[src/rtl/reg_access_arb_pkg.sv]
// Shared constants for the register-port arbiter: FSM encodings, requester indices
// and a helper that turns a requester index into its one-hot lane.
package reg_access_pkg;

  localparam logic [1:0] IDLE   = 2'd0;
  localparam logic [1:0] ACCESS = 2'd1;
  localparam logic [1:0] RESP   = 2'd2;

  localparam logic REQ_HOST = 1'b0;
  localparam logic REQ_DBG  = 1'b1;

  function automatic logic [1:0] onehot2(input logic idx);
    return idx ? 2'b10 : 2'b01;
  endfunction

endpackage

[src/rtl/reg_access_arb_rr_arb2.sv]
// Two-way round-robin pick: a lone requester always wins, a tie goes to the
// requester that did not win last time.
module rr_arb2
  import reg_access_pkg::*;
(
  input  logic [1:0] req,
  input  logic       last_gnt,
  output logic [1:0] gnt
);

  always_comb begin
    gnt = 2'b00;
    case (req)
      2'b01:   gnt = onehot2(REQ_HOST);
      2'b10:   gnt = onehot2(REQ_DBG);
      2'b11:   gnt = onehot2(~last_gnt);
      default: gnt = 2'b00;
    endcase
  end

endmodule

[src/rtl/reg_access_arb.sv]
// Shares the register-block access port between the host bridge and the debug
// sequencer, one accept -> access -> respond transaction at a time.
module reg_access_arb
  import reg_access_pkg::*;
#(
  parameter int REG_WIDTH  = 32,
  parameter int ADDR_WIDTH = 8
) (
  input  logic                    clk,
  input  logic                    rst_n,
  input  logic [1:0]              req_valid,
  input  logic [1:0]              req_wr,
  input  logic [2*ADDR_WIDTH-1:0] req_addr,
  input  logic [2*REG_WIDTH-1:0]  req_wdata,
  output logic [1:0]              req_ready,
  output logic [1:0]              rsp_valid,
  output logic [REG_WIDTH-1:0]    rsp_rdata,
  output logic                    reg_wr_sel,
  output logic                    reg_wr_rd,
  output logic [ADDR_WIDTH-1:0]   reg_addr,
  output logic [REG_WIDTH-1:0]    reg_wr_data,
  input  logic [REG_WIDTH-1:0]    reg_rd_out,
  output logic                    arb_busy
);

  logic [1:0]            state_q, state_d;
  logic                  last_gnt_q, last_gnt_d;
  logic                  gnt_idx_q, gnt_idx_d;
  logic                  cmd_wr_q, cmd_wr_d;
  logic [ADDR_WIDTH-1:0] cmd_addr_q, cmd_addr_d;
  logic [REG_WIDTH-1:0]  cmd_wdata_q, cmd_wdata_d;
  logic [REG_WIDTH-1:0]  rdata_q, rdata_d;
  logic [1:0]            pick;
  logic                  pick_idx;

  rr_arb2 u_rr_arb2 (
    .req      (req_valid),
    .last_gnt (last_gnt_q),
    .gnt      (pick)
  );

  assign pick_idx = pick[1];

  always_comb begin
    state_d     = state_q;
    last_gnt_d  = last_gnt_q;
    gnt_idx_d   = gnt_idx_q;
    cmd_wr_d    = cmd_wr_q;
    cmd_addr_d  = cmd_addr_q;
    cmd_wdata_d = cmd_wdata_q;
    rdata_d     = rdata_q;
    case (state_q)
      IDLE: begin
        if (pick != 2'b00) begin
          state_d     = ACCESS;
          gnt_idx_d   = pick_idx;
          last_gnt_d  = pick_idx;
          cmd_wr_d    = req_wr[pick_idx];
          cmd_addr_d  = pick_idx ? req_addr[ADDR_WIDTH +: ADDR_WIDTH]
                                 : req_addr[0 +: ADDR_WIDTH];
          cmd_wdata_d = pick_idx ? req_wdata[REG_WIDTH +: REG_WIDTH]
                                 : req_wdata[0 +: REG_WIDTH];
        end
      end
      // Read data is sampled at the end of the select cycle; writes return zero.
      ACCESS: begin
        state_d = RESP;
        rdata_d = cmd_wr_q ? '0 : reg_rd_out;
      end
      RESP:    state_d = IDLE;
      default: state_d = IDLE;
    endcase
  end

  always_ff @(posedge clk or negedge rst_n) begin
    if (!rst_n) begin
      state_q     <= IDLE;
      last_gnt_q  <= REQ_DBG;
      gnt_idx_q   <= REQ_HOST;
      cmd_wr_q    <= 1'b0;
      cmd_addr_q  <= '0;
      cmd_wdata_q <= '0;
      rdata_q     <= '0;
    end else begin
      state_q     <= state_d;
      last_gnt_q  <= last_gnt_d;
      gnt_idx_q   <= gnt_idx_d;
      cmd_wr_q    <= cmd_wr_d;
      cmd_addr_q  <= cmd_addr_d;
      cmd_wdata_q <= cmd_wdata_d;
      rdata_q     <= rdata_d;
    end
  end

  // Register-port outputs come only from flops so req_* never reaches reg_* combinationally.
  assign req_ready   = (state_q == IDLE) ? pick : 2'b00;
  assign rsp_valid   = (state_q == RESP) ? onehot2(gnt_idx_q) : 2'b00;
  assign rsp_rdata   = rdata_q;
  assign reg_wr_sel  = (state_q == ACCESS);
  assign reg_wr_rd   = cmd_wr_q;
  assign reg_addr    = cmd_addr_q;
  assign reg_wr_data = cmd_wdata_q;
  assign arb_busy    = (state_q != IDLE);

endmodule

[config.mk]
export PLATFORM = sky130hd
export DESIGN_NAME = reg_access_arb
export DESIGN_NICKNAME = d
export VERILOG_FILES = /design/src/rtl/reg_access_arb_pkg.sv /design/src/rtl/reg_access_arb_rr_arb2.sv /design/src/rtl/reg_access_arb.sv
export SDC_FILE = /design/constraint.sdc
export NUM_CORES = 1
export LEC_CHECK = 0
export CELL_PAD_IN_SITES_DETAIL_PLACEMENT = 0
export CELL_PAD_IN_SITES_GLOBAL_PLACEMENT = 1
export CORE_MARGIN = 4
export CORE_UTILIZATION = 28
export DETAILED_ROUTE_END_ITERATION = 8
export GPL_TIMING_DRIVEN = 0
export MAX_ROUTING_LAYER = met4
export PLACE_DENSITY = 0.87
export SLEW_MARGIN = 20
export SYNTH_ARGS = -nofsm -noshare
export SYNTH_HDL_FRONTEND = slang
export SYNTH_SLANG_ARGS = --single-unit
export TNS_END_PERCENT = 20
[constraint.sdc]
create_clock -name clk -period 1.8 [get_ports clk]
set_input_delay 0.27 -clock clk [delete_from_list [all_inputs] [get_ports clk]]
set_output_delay 0.27 -clock clk [all_outputs]
set_load 0.05 [all_outputs]
==> impl_metrics.ini <==
[pwr]
p_seq_share_pct = 24.7
switchingPower_mw = 5.92
switching_share_pct = 49.3
p_total_mw = 12.0
p_leak_nw = 3.12
power.internal_mw = 6.08
vdd_drop_max_mv = 0.754
p_comb_share_pct = 60.6
p_per_area_mw_per_mm2 = 1910
pwr-share-clk_pct = 14.6

[cts]
clock_sinks = 77
cts_max_level = 3
clkSlewWorstSetupHoldPaths_ns = 0.06
cts_buffer_depth = 2
cts_tree = yes
clk_latency_ns = 0.33
numCtsBuffers = 9
root_buffer = clkbuf_16

[synth]
ys_warn_count = 0
syn_area_mm2 = 0.00358
synth_cell_types = 19
ys_ff_latch = 77
synth.area.top_cells = dfrtp_1 (53%), o21ai_0 (10%), o31ai_1 (8.6%), a21oi_1 (6.0%), nand2b_1 (5.9%)
synth_top_area_cell = dfrtp_1
synth_top_area_share_pct = 53.1
synth_nets = 509
post_synth.cell_area_avg_um2 = 9.16
ys_seq_area_share_pct = 53.8
syn-instance-count = 391

[critical_path]
worst-path-max-fanout = 2
path_cells = clkdlybuf4s50_1
crit_path_end_kind = primary output
critPathSlowestCell = clkdlybuf4s50_1
path_buf_inv = 1
critPathLaunchType = flop
crit_family = buffers and inverters
path_class = flop to primary output
worstPathRequired_ns = 1.53
slowest_delay_ns = 0.81
cp.arrival_ns = 1.50

[detailed_routing]
wl_per_cell_um = 16.7
vias = 3792
vias_per_cell = 4.84
drt_first_iter_violations = 223
drc = 0
dr.pass1.iters = 4
wirelength_mm = 13.1
ant_nets = 0

[die]
dieArea_mm2 = 0.0147
rows = 41
die_width_um = 121
start_util_pct = 28.5
coreArea_mm2 = 0.0126
die_h_um = 121
pin_count = 197

[sta]
final.min_clock_period_ns = 1.77
max_freq_ghz = 0.565
min_period_over_period_pct = 98.4
worst_slew_pin_slew_ns = 0.543
drv_slew = 0
setup_viol = 0
max_slew_margin_pct = 63.7
worst_hold_slack_ns = 0.343
rsz0062_at_grt = yes
hold_viol = 0
clock_skew_ns = 0.00513

[cells_and_area]
final_common_cell = clkdlybuf4s50_1
mostFrequentLayoutCells = clkdlybuf4s50_1 (141), dfrtp_1 (76), o21ai_0 (73)
nets = 726
diodes = 0
area_growth_pct = 75.5
drive_gt1_share_pct = 10.3
stdcell_count = 784

[grt]
grt_pass1_vias = 3975
grt_antenna_before_repair = 0
grt_usage_pct = 18.2
grt_pass1_wl_mm = 20.6
grt_overflow = 0
grt_max_degree = 46

[placed_design]
dpl.cell_count = 760
portBuffers = 196
gp_congestion = 0.796
dp_hpwl_mm = 9.69

[run_status]
outcome = completed

[flow_run]
drv_cap = 0

[hold_path]
hold_path_class = input port to flop
==> metal layers <==
metal | share of wire (%) | track usage [%] | vias to the layer above
met5 | 0 | - | -
met1 | 44 | 23.5 | 1820
met2 | 47 | 28.3 | 165
li1 | - | - | 1794
met3 | 7.3 | 4.06 | 13
met4 | 1.3 | 6.58 | 0
==> final cells by class <==
type                    count  area [µm²]
plain buffers              34         206
clock buffers              10         229
clock inverters             5        52.6
fillers                  1185        6280
inverters                   4        17.5
multi-input cells         274        1470
flip-flops and latches     77        1930
well taps                 172         215
repair buffers            208        2170
==> repair_timing <==
action | 4_1_cts | 5_1_grt
setup buffers | 0 | 10
pin swaps | 1 | 3
endpoints found under the setup margin | 11 | 57
hold buffers | 1 | 0
hold endpoints to repair | 31 | 0
gates resized for setup | 46 | 54
==> cell families after synthesis <==
family	share of synthesized area (%)
flops	53.8
simple gates	14.5
compound gates	26.0
buf+inv	5.69
==> synth_stat cells <==
library cell and n:
and3b_1 1, nor2_1 43, nand2b_1 34, o21ai_0 73
dfstp_2 1, clkbuf_1 13, dfrtp_1 76, buf_2 13
a21oi_1 43, nor3b_1 1, a21boi_4 1, o22a_1 1
o21ai_2 1, a31oi_1 1, nor2_2 1, o31ai_1 41
inv_1 4, nand2_1 33, buf_4 10
==> flip-flops by register name (all words and copies together), names as in the netlist <==
signal / flops
reg_wr_rd: 1
gnt_idx_q: 1
reg_wr_data: 32
rsp_rdata: 32
state_q: 2
last_gnt_q: 1
reg_addr: 8
==> per-stage QoR <==
step / util [%] / setup slack [ns] / setup TNS (ns) / cell area, µm²
after global placement: 45.9 / -2.30 / -183.99 / 5770
after CTS: 48.6 / -0.0908 / -0.264 / 6110
after detailed placement: 46.1 / -0.788 / -9.36 / 5790
after floorplan: - / -0.0706 / -0.108 / 3590
after global routing: 50.0 / -0.0169 / -0.0242 / 6290
final: 50.0 / 0.0295 / 0 / 6290
==> power by group through the flow <==
stage	clock network, mW	registers [mW]	logic (mW)
detailed placement	0	3.01	7.15
global placement	0	2.98	7.06
global route	1.89	3.07	7.73
finish	1.76	2.97	7.27
CTS	1.80	3.00	7.18
floorplan	0	5.50	2.00
==> worst paths after layout <==
kind	startpoint	depth (start not counted)	to	slack [ns]
max in group asynchronous	rst_n	3	reg_wr_data[31]$_DFFE_PN0P_	0.76
min	req_valid[1]	3	last_gnt_q$_DFFE_PN1P_	0.34
min reg2reg	rsp_rdata[3]$_DFFE_PN0P_	2	rsp_rdata[3]$_DFFE_PN0P_	0.47
max	rsp_rdata[6]$_DFFE_PN0P_	1	rsp_rdata[6]	0.03
max reg2reg	state_q[1]$_DFFE_PN0P_	6	reg_wr_data[23]$_DFFE_PN0P_	0.23
min in group asynchronous	rst_n	2	rsp_rdata[27]$_DFFE_PN0P_	0.45
Note: power is estimated with default switching activity, not from simulation.
